--- src/rtl/eth_arp_responder.sv ---
`timescale 1ns/1ps
`default_nettype none
// ============================================================================
// Module   : eth_arp_responder
// Brief    : Parses GMII RX for ARP requests to LOCAL_IP and emits a full
//            ARP reply frame (preamble, padding, FCS) on GMII TX.
// Revision : 1.0 - initial release
// ============================================================================
module eth_arp_responder #(
    parameter logic [47:0] LOCAL_MAC  = 48'h00_07_ed_ac_62_00,
    parameter logic [31:0] LOCAL_IP   = 32'hc0_a8_00_02,
    parameter int          IFG_CYCLES = 12
) (
    input  logic        clk_125m,
    input  logic        rst,
    input  logic [7:0]  gmii_rxd,
    input  logic        gmii_rxdv,
    input  logic        tx_gnt,
    output logic        tx_req,
    output logic [7:0]  gmii_txd,
    output logic        gmii_txen,
    output logic        tx_busy,
    output logic        tx_done,
    output logic        arp_req_seen,
    output logic        arp_drop,
    output logic [47:0] exter_mac,
    output logic [31:0] exter_ip
);

    // The CRC register shifts LSB-first, so the good-frame residue 0xC704DD7B
    // appears here in bit-reversed form.
    localparam logic [31:0] c_crc_init    = 32'hFFFF_FFFF;
    localparam logic [31:0] c_crc_residue = 32'hDEBB_20E3;
    localparam logic [79:0] c_rx_hdr      = {16'h0806, 16'h0001, 16'h0800, 8'h06, 8'h04, 16'h0001};
    localparam logic [10:0] c_idx_max     = 11'd2047;
    localparam logic [15:0] c_ifg_last    = 16'(IFG_CYCLES - 1);

    typedef enum logic [1:0] {
        R_IDLE = 2'd0,
        R_PRE  = 2'd1,
        R_DATA = 2'd2,
        R_WAIT = 2'd3
    } rx_state_t;

    typedef enum logic [2:0] {
        T_IDLE = 3'd0,
        T_REQ  = 3'd1,
        T_PRE  = 3'd2,
        T_DATA = 3'd3,
        T_FCS  = 3'd4,
        T_IFG  = 3'd5
    } tx_state_t;

    function automatic logic [31:0] crc32_byte(input logic [31:0] crc, input logic [7:0] data);
        logic [31:0] x;
        x = crc ^ {24'h0, data};
        for (int b = 0; b < 8; b++) begin
            x = x[0] ? ((x >> 1) ^ 32'hEDB8_8320) : (x >> 1);
        end
        return x;
    endfunction

    rx_state_t   r_rx_state, w_rx_next;
    tx_state_t   r_tx_state, w_tx_next;
    logic [10:0] r_idx;
    logic [31:0] r_rx_crc, r_tx_crc;
    logic        r_fields_ok, r_dst_bc, r_dst_uc;
    logic [47:0] r_sha;
    logic [31:0] r_spa;
    logic [15:0] r_tx_cnt, w_tx_cnt_next;
    logic        w_chk_en;
    logic [7:0]  w_chk_byte, w_dst_byte, w_txd_next;
    logic        w_rx_valid, w_tx_idle, w_accept;
    logic [335:0] w_tx_hdr;

    // ---------------- RX FSM ----------------
    always_ff @(posedge clk_125m or posedge rst) begin
        if (rst) r_rx_state <= R_IDLE;
        else     r_rx_state <= w_rx_next;
    end

    always_comb begin
        w_rx_next = r_rx_state;
        case (r_rx_state)
            R_IDLE: if (gmii_rxdv && gmii_rxd == 8'h55) w_rx_next = R_PRE;
            R_PRE: begin
                if (!gmii_rxdv)              w_rx_next = R_IDLE;
                else if (gmii_rxd == 8'hD5)  w_rx_next = R_DATA;
                else if (gmii_rxd != 8'h55)  w_rx_next = R_WAIT;
            end
            R_DATA:  if (!gmii_rxdv) w_rx_next = R_IDLE;
            R_WAIT:  if (!gmii_rxdv) w_rx_next = R_IDLE;
            default: w_rx_next = R_IDLE;
        endcase
    end

    // Expected byte for the fixed header fields and the target protocol address
    always_comb begin
        w_chk_en   = 1'b0;
        w_chk_byte = 8'h00;
        w_dst_byte = 8'h00;
        for (int i = 0; i < 6; i++) begin
            if (r_idx == 11'(i)) w_dst_byte = LOCAL_MAC[8*(5-i) +: 8];
        end
        for (int i = 0; i < 10; i++) begin
            if (r_idx == 11'(12 + i)) begin
                w_chk_en   = 1'b1;
                w_chk_byte = c_rx_hdr[8*(9-i) +: 8];
            end
        end
        for (int i = 0; i < 4; i++) begin
            if (r_idx == 11'(38 + i)) begin
                w_chk_en   = 1'b1;
                w_chk_byte = LOCAL_IP[8*(3-i) +: 8];
            end
        end
    end

    always_ff @(posedge clk_125m or posedge rst) begin
        if (rst) begin
            r_idx       <= '0;
            r_rx_crc    <= c_crc_init;
            r_fields_ok <= 1'b0;
            r_dst_bc    <= 1'b0;
            r_dst_uc    <= 1'b0;
            r_sha       <= '0;
            r_spa       <= '0;
        end else if (r_rx_state == R_PRE && w_rx_next == R_DATA) begin
            r_idx       <= '0;
            r_rx_crc    <= c_crc_init;
            r_fields_ok <= 1'b1;
            r_dst_bc    <= 1'b1;
            r_dst_uc    <= 1'b1;
        end else if (r_rx_state == R_DATA && gmii_rxdv) begin
            r_rx_crc <= crc32_byte(r_rx_crc, gmii_rxd);
            if (r_idx != c_idx_max) r_idx <= r_idx + 11'd1;
            if (w_chk_en && gmii_rxd != w_chk_byte) r_fields_ok <= 1'b0;
            if (r_idx < 11'd6) begin
                if (gmii_rxd != 8'hFF)       r_dst_bc <= 1'b0;
                if (gmii_rxd != w_dst_byte)  r_dst_uc <= 1'b0;
            end
            if (r_idx >= 11'd22 && r_idx <= 11'd27) r_sha <= {r_sha[39:0], gmii_rxd};
            if (r_idx >= 11'd28 && r_idx <= 11'd31) r_spa <= {r_spa[23:0], gmii_rxd};
        end
    end

    assign w_rx_valid = (r_rx_state == R_DATA) && !gmii_rxdv && r_fields_ok &&
                        (r_dst_bc || r_dst_uc) && (r_idx >= 11'd64) &&
                        (r_rx_crc == c_crc_residue);
    assign w_tx_idle  = (r_tx_state == T_IDLE);
    assign w_accept   = w_rx_valid && w_tx_idle;

    always_ff @(posedge clk_125m or posedge rst) begin
        if (rst) begin
            arp_req_seen <= 1'b0;
            arp_drop     <= 1'b0;
            exter_mac    <= '0;
            exter_ip     <= '0;
        end else begin
            arp_req_seen <= w_accept;
            arp_drop     <= w_rx_valid && !w_tx_idle;
            if (w_accept) begin
                exter_mac <= r_sha;
                exter_ip  <= r_spa;
            end
        end
    end

    // ---------------- TX FSM ----------------
    assign w_tx_hdr = {exter_mac, LOCAL_MAC, 16'h0806, 16'h0001, 16'h0800, 8'h06, 8'h04,
                       16'h0002, LOCAL_MAC, LOCAL_IP, exter_mac, exter_ip};

    always_ff @(posedge clk_125m or posedge rst) begin
        if (rst) begin
            r_tx_state <= T_IDLE;
            r_tx_cnt   <= '0;
        end else begin
            r_tx_state <= w_tx_next;
            r_tx_cnt   <= w_tx_cnt_next;
        end
    end

    always_comb begin
        w_tx_next     = r_tx_state;
        w_tx_cnt_next = r_tx_cnt + 16'd1;
        case (r_tx_state)
            T_IDLE: begin
                w_tx_cnt_next = '0;
                if (w_accept) w_tx_next = T_REQ;
            end
            T_REQ: begin
                w_tx_cnt_next = '0;
                if (tx_gnt) w_tx_next = T_PRE;
            end
            T_PRE: if (r_tx_cnt == 16'd7) begin
                w_tx_next = T_DATA; w_tx_cnt_next = '0;
            end
            T_DATA: if (r_tx_cnt == 16'd59) begin
                w_tx_next = T_FCS; w_tx_cnt_next = '0;
            end
            T_FCS: if (r_tx_cnt == 16'd3) begin
                w_tx_next = T_IFG; w_tx_cnt_next = '0;
            end
            T_IFG: if (r_tx_cnt == c_ifg_last) begin
                w_tx_next = T_IDLE; w_tx_cnt_next = '0;
            end
            default: begin
                w_tx_next = T_IDLE; w_tx_cnt_next = '0;
            end
        endcase
    end

    // Byte for the upcoming cycle; outputs are registered from the next state
    always_comb begin
        w_txd_next = 8'h00;
        case (w_tx_next)
            T_PRE:  w_txd_next = (w_tx_cnt_next == 16'd7) ? 8'hD5 : 8'h55;
            T_DATA: begin
                for (int i = 0; i < 42; i++) begin
                    if (w_tx_cnt_next == 16'(i)) w_txd_next = w_tx_hdr[8*(41-i) +: 8];
                end
            end
            T_FCS: begin
                for (int i = 0; i < 4; i++) begin
                    if (w_tx_cnt_next == 16'(i)) w_txd_next = ~r_tx_crc[8*i +: 8];
                end
            end
            default: w_txd_next = 8'h00;
        endcase
    end

    always_ff @(posedge clk_125m or posedge rst) begin
        if (rst) begin
            tx_req    <= 1'b0;
            gmii_txen <= 1'b0;
            gmii_txd  <= 8'h00;
            tx_busy   <= 1'b0;
            tx_done   <= 1'b0;
            r_tx_crc  <= c_crc_init;
        end else begin
            tx_req    <= (w_tx_next == T_REQ);
            gmii_txen <= (w_tx_next == T_PRE) || (w_tx_next == T_DATA) || (w_tx_next == T_FCS);
            gmii_txd  <= w_txd_next;
            tx_busy   <= (w_tx_next != T_IDLE);
            tx_done   <= (w_tx_next == T_IFG) && (w_tx_cnt_next == c_ifg_last);
            if (w_tx_next == T_PRE)       r_tx_crc <= c_crc_init;
            else if (w_tx_next == T_DATA) r_tx_crc <= crc32_byte(r_tx_crc, w_txd_next);
        end
    end

endmodule
`default_nettype wire

--- config.mk ---
export PLATFORM = sky130hd
export DESIGN_NAME = eth_arp_responder
export DESIGN_NICKNAME = d
export VERILOG_FILES = /design/src/rtl/eth_arp_responder.sv
export SDC_FILE = /design/constraint.sdc
export NUM_CORES = 1
export LEC_CHECK = 0
export BUFFER_PORTS_ARGS = -buffer_cell sky130_fd_sc_hd__buf_2
export CAP_MARGIN = 20
export CORE_AREA = 2 2 178 180
export DETAILED_ROUTE_END_ITERATION = 8
export DIE_AREA = 0 0 180 182
export PLACE_DENSITY_LB_ADDON = 0.15
export SLEW_MARGIN = 0
export SYNTH_ARGS = -nofsm -noshare
export SYNTH_HDL_FRONTEND = slang
export SYNTH_SLANG_ARGS = --single-unit
--- constraint.sdc ---
create_clock -name clk_125m -period 8.2 [get_ports clk_125m]
set_input_delay 0.82 -clock clk_125m [delete_from_list [all_inputs] [get_ports clk_125m]]
set_output_delay 0.82 -clock clk_125m [all_outputs]
set_load 0.02 [all_outputs]
==> Flow_metrics.wiki, run 1 <==
{| class="wikitable"
! Metric !! Value
|-
| Outcome || complete, no violations
|-
| Register area || 0.00691 mm²
|-
| Number of core rows || 65
|-
| DIE AREA || 0.0328 mm²
|-
| Post-place instance area || 0.0167 mm²
|-
| Cell Chain, Critical Path || nand3_4 -> nor4_1 -> xnor2_1 -> nand2_1 -> o31ai_1 -> nand2_1 -> o31ai_1 -> o21ai_1 -> a21oi_1 -> o211ai_2 -> xor2_4 -> xor3_2 -> xor2_1 -> a21oi_1
|-
| Total leakage power || 7.90 nW
|-
| Number of setup violations in the final report || 0
|-
| Worst Path Required || 8.69 ns
|-
| CORE AREA || around 0.031 mm²
|-
| Multi-input logic area || 0.00848 mm²
|-
| Worst vdd rail ir drop || 0.378 mV
|-
| FF-to-FF setup slack || approximately 2.8 ns
|-
| Count of antenna-violating nets left after detailed routing || 0
|-
| Detail-routed net length per standard cell || 24.4 µm
|-
| Final standard cell utilization of the core || 0.572
|-
| Number of register bits inferred by synthesis || about 270
|-
| # DRC || 0
|-
| Post-Layout Inst Area || 0.0177 mm²
|-
| Crit path launch type || flip-flop
|-
| Met3 Resource Use GR || 0.0419
|-
| Insertion delay to the later sink of the worst-skew pair || 0.57 ns
|-
| Netlist Area Pre-Place || approximately 0.016 mm²
|-
| GRT met1 Usage || 0.408
|-
| Max-slew violation count || 0
|-
| Commonest non-fill, non-tap cells in the layout || sky130_fd_sc_hd__dfrtp_1 (208), sky130_fd_sc_hd__mux2_2 (160), sky130_fd_sc_hd__nor2_1 (143)
|-
| Average cell area after synthesis || between 10 and 15 µm²
|-
| Buffers from clock root to sink, at most || 3
|-
| Clock tree skew after final layout || approximately 0.012 ns
|-
| Maximum frequency from static timing analysis || 0.185 GHz
|-
| # port buffers || 105
|-
| GR met2 Demand/Resource || 0.492
|-
| 1st-pass router iterations || 6
|-
| H-tree depth reported by CTS || 1
|-
| Overall power of the completed layout || about 8.3 mW
|-
| WS Path Type || reg2reg
|-
| Cells after Synth || around 1,500
|-
| TritonCTS buffer count || 30
|-
| Final period util || 0.659
|-
| DR vias || between 10,000 and 15,000
|-
| Slew HR || 0.284
|-
| Synthesized netlist net count || 1,541
|-
| Height of the chip || between 150 and 200 µm
|-
| Gr usage total || 0.301
|-
| Gr busiest metal || met2
|-
| Part of the Yosys area used for sequential elements || 0.437
|-
| Pin count of the biggest net entering global routing || 142
|-
| Quantity of hold-fixing buffers added after cts || 0
|-
| Final min period || 5.41 ns
|-
| Average via count per standard cell || 6.28
|-
| Largest stage delay on the critical path || 0.81 ns
|-
| DP Wirelength || about 36 mm
|-
| Width of the die || 180 µm
|-
| Count of cell types in the netlist || 101
|-
| Setup TNS || 0 ns
|-
| Crit-path slowest cell || sky130_fd_sc_hd__dfrtp_1
|-
| Initial Utilization || 0.510
|-
| Largest fanout of any net on the critical path || 22
|-
| Top-level port count || 106
|-
| Unrepaired setup endpoints after global routing || no
|-
| Clk root buf || sky130_fd_sc_hd__clkbuf_16
|-
| Worst hold path class || reg2reg
|-
| Residual overflow from global routing || 0
|-
| Max-capacitance violation count || 0
|-
| Yosys warning total || 0
|-
| Resize count post-CTS || 0
|-
| First-pass GRT wire length || 76.9 mm
|-
| Antenna cells || 0
|-
| Total power density per cell area || 466 mW/mm²
|-
| Type of destination of the critical path || flip-flop
|-
| Area added between synthesis and finish || 12.0%
|-
| CTS Sinks || 273
|-
| NumNets Final || 1,620
|-
| Fillcell total || 2,749
|-
| Main flop type after synthesis || sky130_fd_sc_hd__dfrtp_1
|-
| Clock transition at the registers of the reported paths || around 0.06 ns
|-
| Number of antenna violations at the first check in global routing || 0
|-
| Commonest non-fill, non-tap cell in the layout || sky130_fd_sc_hd__dfrtp_1
|-
| CTS tree || done
|-
| Starting DRT DRC Count || 1,133
|-
| Final routed wirelength across all metal layers || 49.4 mm
|-
| Share of post-route cells with drive strength above 1 || 0.284
|-
| Worst Max-Slew Pin Slew || roughly 1.1 ns
|-
| Fraction of synthesis flops using an asynchronous set or reset pin || 1.00
|-
| Vias in the first global route || 12,600
|-
| Total count of hold-check failures in the final report || 0
|-
| Signal arrival time at the worst endpoint || 5.89 ns
|-
| Post-CTS Repair Setup Buffers || 0
|-
| Number of flops mapped to enable cells by yosys || 0
|-
| Final RePlAce weighted congestion || just over 1
|}
==> layout make-up <==
cell class	count	area share
Clock buffer	46	0.0509
Sequential cell	273	0.390
Timing Repair Buffer	133	0.0434
Inverter	18	0.00403
Tap cell	402	0.0284
Multi-Input combinational cell	1146	0.479
Clock inverter	8	0.00424
==> power by group <==
part	leakage (nW)	total [mW]	internal (mW)	switching, mW
Clock	0.480	1.34	0.784	0.553
Combinational	3.89	5.01	2.05	2.96
Sequential	3.53	1.91	1.69	0.223
==> stage by stage <==
| stage | instances | hold WS (ns) | worst slack (ns) |
|---|---|---|---|
| finish | 2026 | 0.486 | 2.79 |
| global route | 2026 | 0.520 | 2.41 |
| CTS | 2025 | 0.486 | 2.72 |
| detailed placement | 1971 | 0.472 | 2.58 |
| global placement | 1971 | 0.456 | 2.59 |
| floorplan | 1523 | 0.444 | 3.82 |
==> critical path: cells and delay by family (launching register included) <==
kind | cells | cell delay (ns)
AO/OA/AOI/OAI | 6 | 1.83
AND/OR/NAND/NOR | 4 | 1.49
XOR/XNOR | 4 | 1.18
flip-flops | 1 | 0.81
==> final timing paths <==
path | from | to | cells after the start
hold reg to reg | r_sha[42] | exter_mac[42] | 2
min in group asynchronous | rst | r_sha[3] | 3
max in group asynchronous | rst | r_tx_cnt[11] | 4
hold / removal | r_sha[42] | exter_mac[42] | 2
setup reg to reg | r_tx_cnt[2] | r_tx_crc[25] | 14
setup / recovery | r_tx_cnt[2] | r_tx_crc[25] | 14
==> Yosys cell counts (7+ instances only) <==
library cell	count	area (µm²)
sky130_fd_sc_hd__a211oi_1	8	60.1
sky130_fd_sc_hd__or3_1	13	81.3
sky130_fd_sc_hd__o31ai_1	7	52.6
sky130_fd_sc_hd__nand3_1	38	190
sky130_fd_sc_hd__nor2_1	143	537
sky130_fd_sc_hd__and3_1	10	62.6
sky130_fd_sc_hd__xor2_1	46	403
sky130_fd_sc_hd__inv_1	15	56.3
sky130_fd_sc_hd__o221ai_1	11	96.3
sky130_fd_sc_hd__a21oi_1	74	370
sky130_fd_sc_hd__nor4_1	20	125
sky130_fd_sc_hd__nand2b_1	8	50.1
sky130_fd_sc_hd__nand4_1	19	119
sky130_fd_sc_hd__nor2b_1	7	43.8
sky130_fd_sc_hd__nand2_1	112	420
sky130_fd_sc_hd__dfrtp_1	209	5230
sky130_fd_sc_hd__o21ai_0	54	270
sky130_fd_sc_hd__or4_1	7	52.6
sky130_fd_sc_hd__mux2_2	160	1800
sky130_fd_sc_hd__a22oi_1	9	67.6
sky130_fd_sc_hd__buf_2	9	45.0
sky130_fd_sc_hd__dfstp_2	64	1680
sky130_fd_sc_hd__o22ai_1	18	113
sky130_fd_sc_hd__nor3_1	21	105
sky130_fd_sc_hd__mux2i_1	12	120
sky130_fd_sc_hd__xnor2_1	115	1010
sky130_fd_sc_hd__clkbuf_1	64	240
sky130_fd_sc_hd__o211ai_1	39	293
sky130_fd_sc_hd__a31oi_1	14	87.6
sky130_fd_sc_hd__a32oi_1	9	78.8
==> cell families after synthesis <==
group / synth area share
compound gates: 0.155
mux: 0.122
simple gates: 0.145
buf+inv: 0.0274
fa+ha+maj: 0.00475
flops: 0.437
xor+xnor: 0.110
==> layer usage <==
layer / routed length (µm) / share of wire
met1: 20700 / 0.42
met2: 23200 / 0.47
met3: 3350 / 0.068
met4: 2170 / 0.044
met5: 0 / 0
==> flip-flops by register name, indices dropped and copies added, names as in the netlist, 2 cells and up <==
| name | cells |
|---|---|
| r_tx_state | 3 |
| r_idx | 11 |
| exter_ip | 32 |
| r_spa | 32 |
| r_rx_crc | 32 |
| gmii_txd | 8 |
| r_sha | 48 |
| r_rx_state | 2 |
| r_tx_cnt | 16 |
| exter_mac | 48 |
| r_tx_crc | 32 |
Note: power is estimated with default switching activity, not from simulation.
==> inputs of run 2 (changes only) <==
==> constraint.sdc (replaced) <==
create_clock -name clk_125m -period 4.8 [get_ports clk_125m]
set_input_delay 0.48 -clock clk_125m [delete_from_list [all_inputs] [get_ports clk_125m]]
set_output_delay 0.48 -clock clk_125m [all_outputs]
set_load 0.02 [all_outputs]
==> Flow_metrics.wiki, run 2 (synthesis gave the netlist of run 1 again) <==
{| class="wikitable"
! Metric !! Value
|-
| Number of core rows || 65 (unchanged)
|-
| Height of the chip || 182 µm (unchanged)
|-
| Pin count of the biggest net entering global routing || 168 (+18%)
|-
| 1st-pass router iterations || 5 (-1)
|-
| Area added between synthesis and finish || 19.5%
|-
| DP Wirelength || 40.0 mm (+12%)
|-
| Capture point of the worst reg-to-reg path || r_tx_crc[20]
|-
| GR met2 Demand/Resource || 0.515 (+0.0236)
|-
| Commonest non-fill, non-tap cell in the layout || sky130_fd_sc_hd__dfrtp_1
|-
| Beginning of the worst register-to-register path || r_tx_cnt[2]
|-
| Buffers from clock root to sink, at most || 3 (unchanged)
|-
| Clock tree skew after final layout || 0.0149 ns (+0.00249 ns)
|-
| Regs by FF count || exter_mac: 48 flops, r_sha: 48 flops
|-
| # DRC || 0 (unchanged)
|-
| Worst vdd rail ir drop || 0.733 mV (+94%)
|-
| DIE AREA || 0.0328 mm² (unchanged)
|-
| Met3 Resource Use GR || 0.0437 (+0.00181)
|-
| NumNets Final || 1,755 (+8.3%)
|-
| Largest stage delay on the critical path || 0.56 ns (-0.25 ns)
|-
| Delay-heaviest family, CP || compound AO/OA/AOI/OAI gates
|-
| First-pass GRT wire length || 80.9 mm (+5.3%)
|-
| Max-slew violation count || 0 (unchanged)
|-
| Starting DRT DRC Count || 1,065 (-6.0%)
|-
| WS Path Type || reg2reg
|-
| Gr usage total || 0.321 (+0.0196)
|-
| Clk root buf || sky130_fd_sc_hd__clkbuf_16
|-
| Count of antenna-violating nets left after detailed routing || 0 (unchanged)
|-
| Multi-input logic area || 0.00854 mm² (+0.77%)
|-
| Signal arrival time at the worst endpoint || 5.14 ns (-0.75 ns)
|-
| Type of destination of the critical path || flip-flop
|-
| Worst hold path class || in2async
|-
| Non-Filler Instances || 2,164 (+6.8%)
|-
| Cells on worst reg2reg path || 19 (+5)
|-
| H-tree depth reported by CTS || 1 (unchanged)
|-
| Total leakage power || 8.59 nW (+8.8%)
|-
| Maximum frequency from static timing analysis || 0.216 GHz (+17%)
|-
| CORE AREA || 0.0310 mm² (unchanged)
|-
| Top-level port count || 106 (unchanged)
|-
| Largest fanout of any net on the critical path || 21 (-4.5%)
|-
| Crit path buf inv count || 5 (+5)
|-
| Quantity of hold-fixing buffers added after cts || 0 (unchanged)
|-
| Width of the die || 180 µm (unchanged)
|-
| Inst Count DP || 2,103 (+6.7%)
|-
| Worst Max-Slew Pin Slew || 0.993 ns (-0.0738 ns)
|-
| CTS Sinks || 273 (unchanged)
|-
| Gr busiest metal || met2
|-
| FF-to-FF setup slack || 0.16 ns (-2.63 ns)
|-
| Crit-path slowest cell || sky130_fd_sc_hd__a21oi_1
|-
| TritonCTS buffer count || 31 (+3.3%)
|-
| Fillcell total || 2,615 (-4.9%)
|-
| Worst Path Required || 5.30 ns (-3.39 ns)
|-
| Share of post-route cells with drive strength above 1 || 0.354 (+0.0691)
|-
| Slew HR || 0.333 (+0.0496)
|-
| CTS tree || done
|-
| Setup TNS || 0 ns (unchanged)
|-
| Initial Utilization || 0.510 (unchanged)
|-
| Number of antenna violations at the first check in global routing || 0 (unchanged)
|-
| Crit-path most repeated cell || sky130_fd_sc_hd__buf_4
|-
| Total power density per cell area || 845 mW/mm² (+81%)
|-
| # port buffers || 105 (unchanged)
|-
| Register area || 0.00692 mm² (about the same)
|-
| DR vias || 13,300 (+4.2%)
|-
| Commonest non-fill, non-tap cells in the layout || sky130_fd_sc_hd__dfrtp_1 (204), sky130_fd_sc_hd__mux2_2 (160), sky130_fd_sc_hd__buf_4 (158)
|-
| Max-capacitance violation count || 0 (unchanged)
|-
| Final min period || 4.64 ns (-0.770 ns)
|-
| Average via count per standard cell || 6.13 (-2.4%)
|-
| GRT met1 Usage || 0.434 (+0.0259)
|-
| Final routed wirelength across all metal layers || 52.9 mm (+7.2%)
|-
| Final period util || 0.966 (+0.307)
|-
| Total count of hold-check failures in the final report || 0 (unchanged)
|-
| Insertion delay to the later sink of the worst-skew pair || 0.58 ns (about the same)
|-
| Antenna cells || 0 (unchanged)
|-
| Unrepaired setup endpoints after global routing || no
|-
| Clock transition at the registers of the reported paths || 0.06 ns (about the same)
|-
| Final RePlAce weighted congestion || 1.00 (-0.66%)
|-
| Residual overflow from global routing || 0 (unchanged)
|-
| Overall power of the completed layout || 16.0 mW (+94%)
|-
| Vias in the first global route || 13,000 (+3.5%)
|-
| Cell Chain, Critical Path || buf_4 -> nor4b_1 -> buf_4 -> mux2i_1 -> o21ai_2 -> buf_4 -> a21oi_1 -> a32oi_1 -> nand2b_1 -> a32oi_1 -> a2111oi_2 -> buf_4 -> o221ai_2 -> xor2_2 -> xnor2_2 -> buf_4 -> xor2_2 -> xnor2_1 -> a21oi_1
|-
| Number of setup violations in the final report || 0 (unchanged)
|-
| Outcome || complete, no violations
|-
| Crit path launch type || flip-flop
|-
| Detail-routed net length per standard cell || 24.5 µm (+0.34%)
|}
run 2: layout make-up:
class	count	share of cell area
Multi-Input combinational cell	1146	0.452
Timing Repair Buffer	267	0.0948
Inverter	18	0.00377
Sequential cell	273	0.366
Clock inverter	25	0.0155
Clock buffer	33	0.0414
Tap cell	402	0.0266
run 2: worst min-delay path, delay by kind of cell:
kind / cells / cell delay, ns
buf+inv: 3 / 0.62
run 2: per-layer routing:
| layer | vias to the layer above | part of all wire | wire length [µm] |
|---|---|---|---|
| li1 | 6025 | - | - |
| met1 | 6588 | 0.43 | 22500 |
| met2 | 517 | 0.46 | 24500 |
| met3 | 140 | 0.059 | 3140 |
| met4 | 0 | 0.052 | 2750 |
| met5 | - | 0 | 0 |
run 2: through the flow:
stage                     hold WS [ns]   util  cell area (µm²)  worst slack [ns]
after detailed placement         0.467  0.572            17700             0.168
final                           0.0747  0.610            18900             0.163
after global routing             0.154  0.610            18900           0.00225
after floorplan                  0.444      -            15800             0.763
after CTS                        0.132  0.607            18800             0.118
after global placement           0.460  0.572            17700             0.193
run 2: worst max path at each step:
stage	start	to	slack, ns	depth (start not counted)
after floorplan	rst	arp_drop	0.76	1
after global placement	r_tx_cnt[5]	r_tx_crc[25]	0.19	17
after detailed placement	r_tx_cnt[1]	r_tx_crc[19]	0.17	18
after CTS	r_tx_cnt[1]	r_tx_crc[19]	0.12	18
after global routing	r_tx_cnt[9]	r_tx_crc[18]	0.002	17
final	r_tx_cnt[2]	r_tx_crc[20]	0.16	19
run 2: repair_timing:
action,in CTS,in global routing
gates resized for setup,0,19
endpoints found under the hold margin,0,0
setup buffers,0,3
setup endpoints to repair,0,24
run 2: power by group:
part           total [mW]  switching, mW  internal (mW)
registers            3.21          0.328           2.88
clock network        2.49           1.06           1.43
logic                10.3           5.55           4.73
total                16.0           6.94           9.04
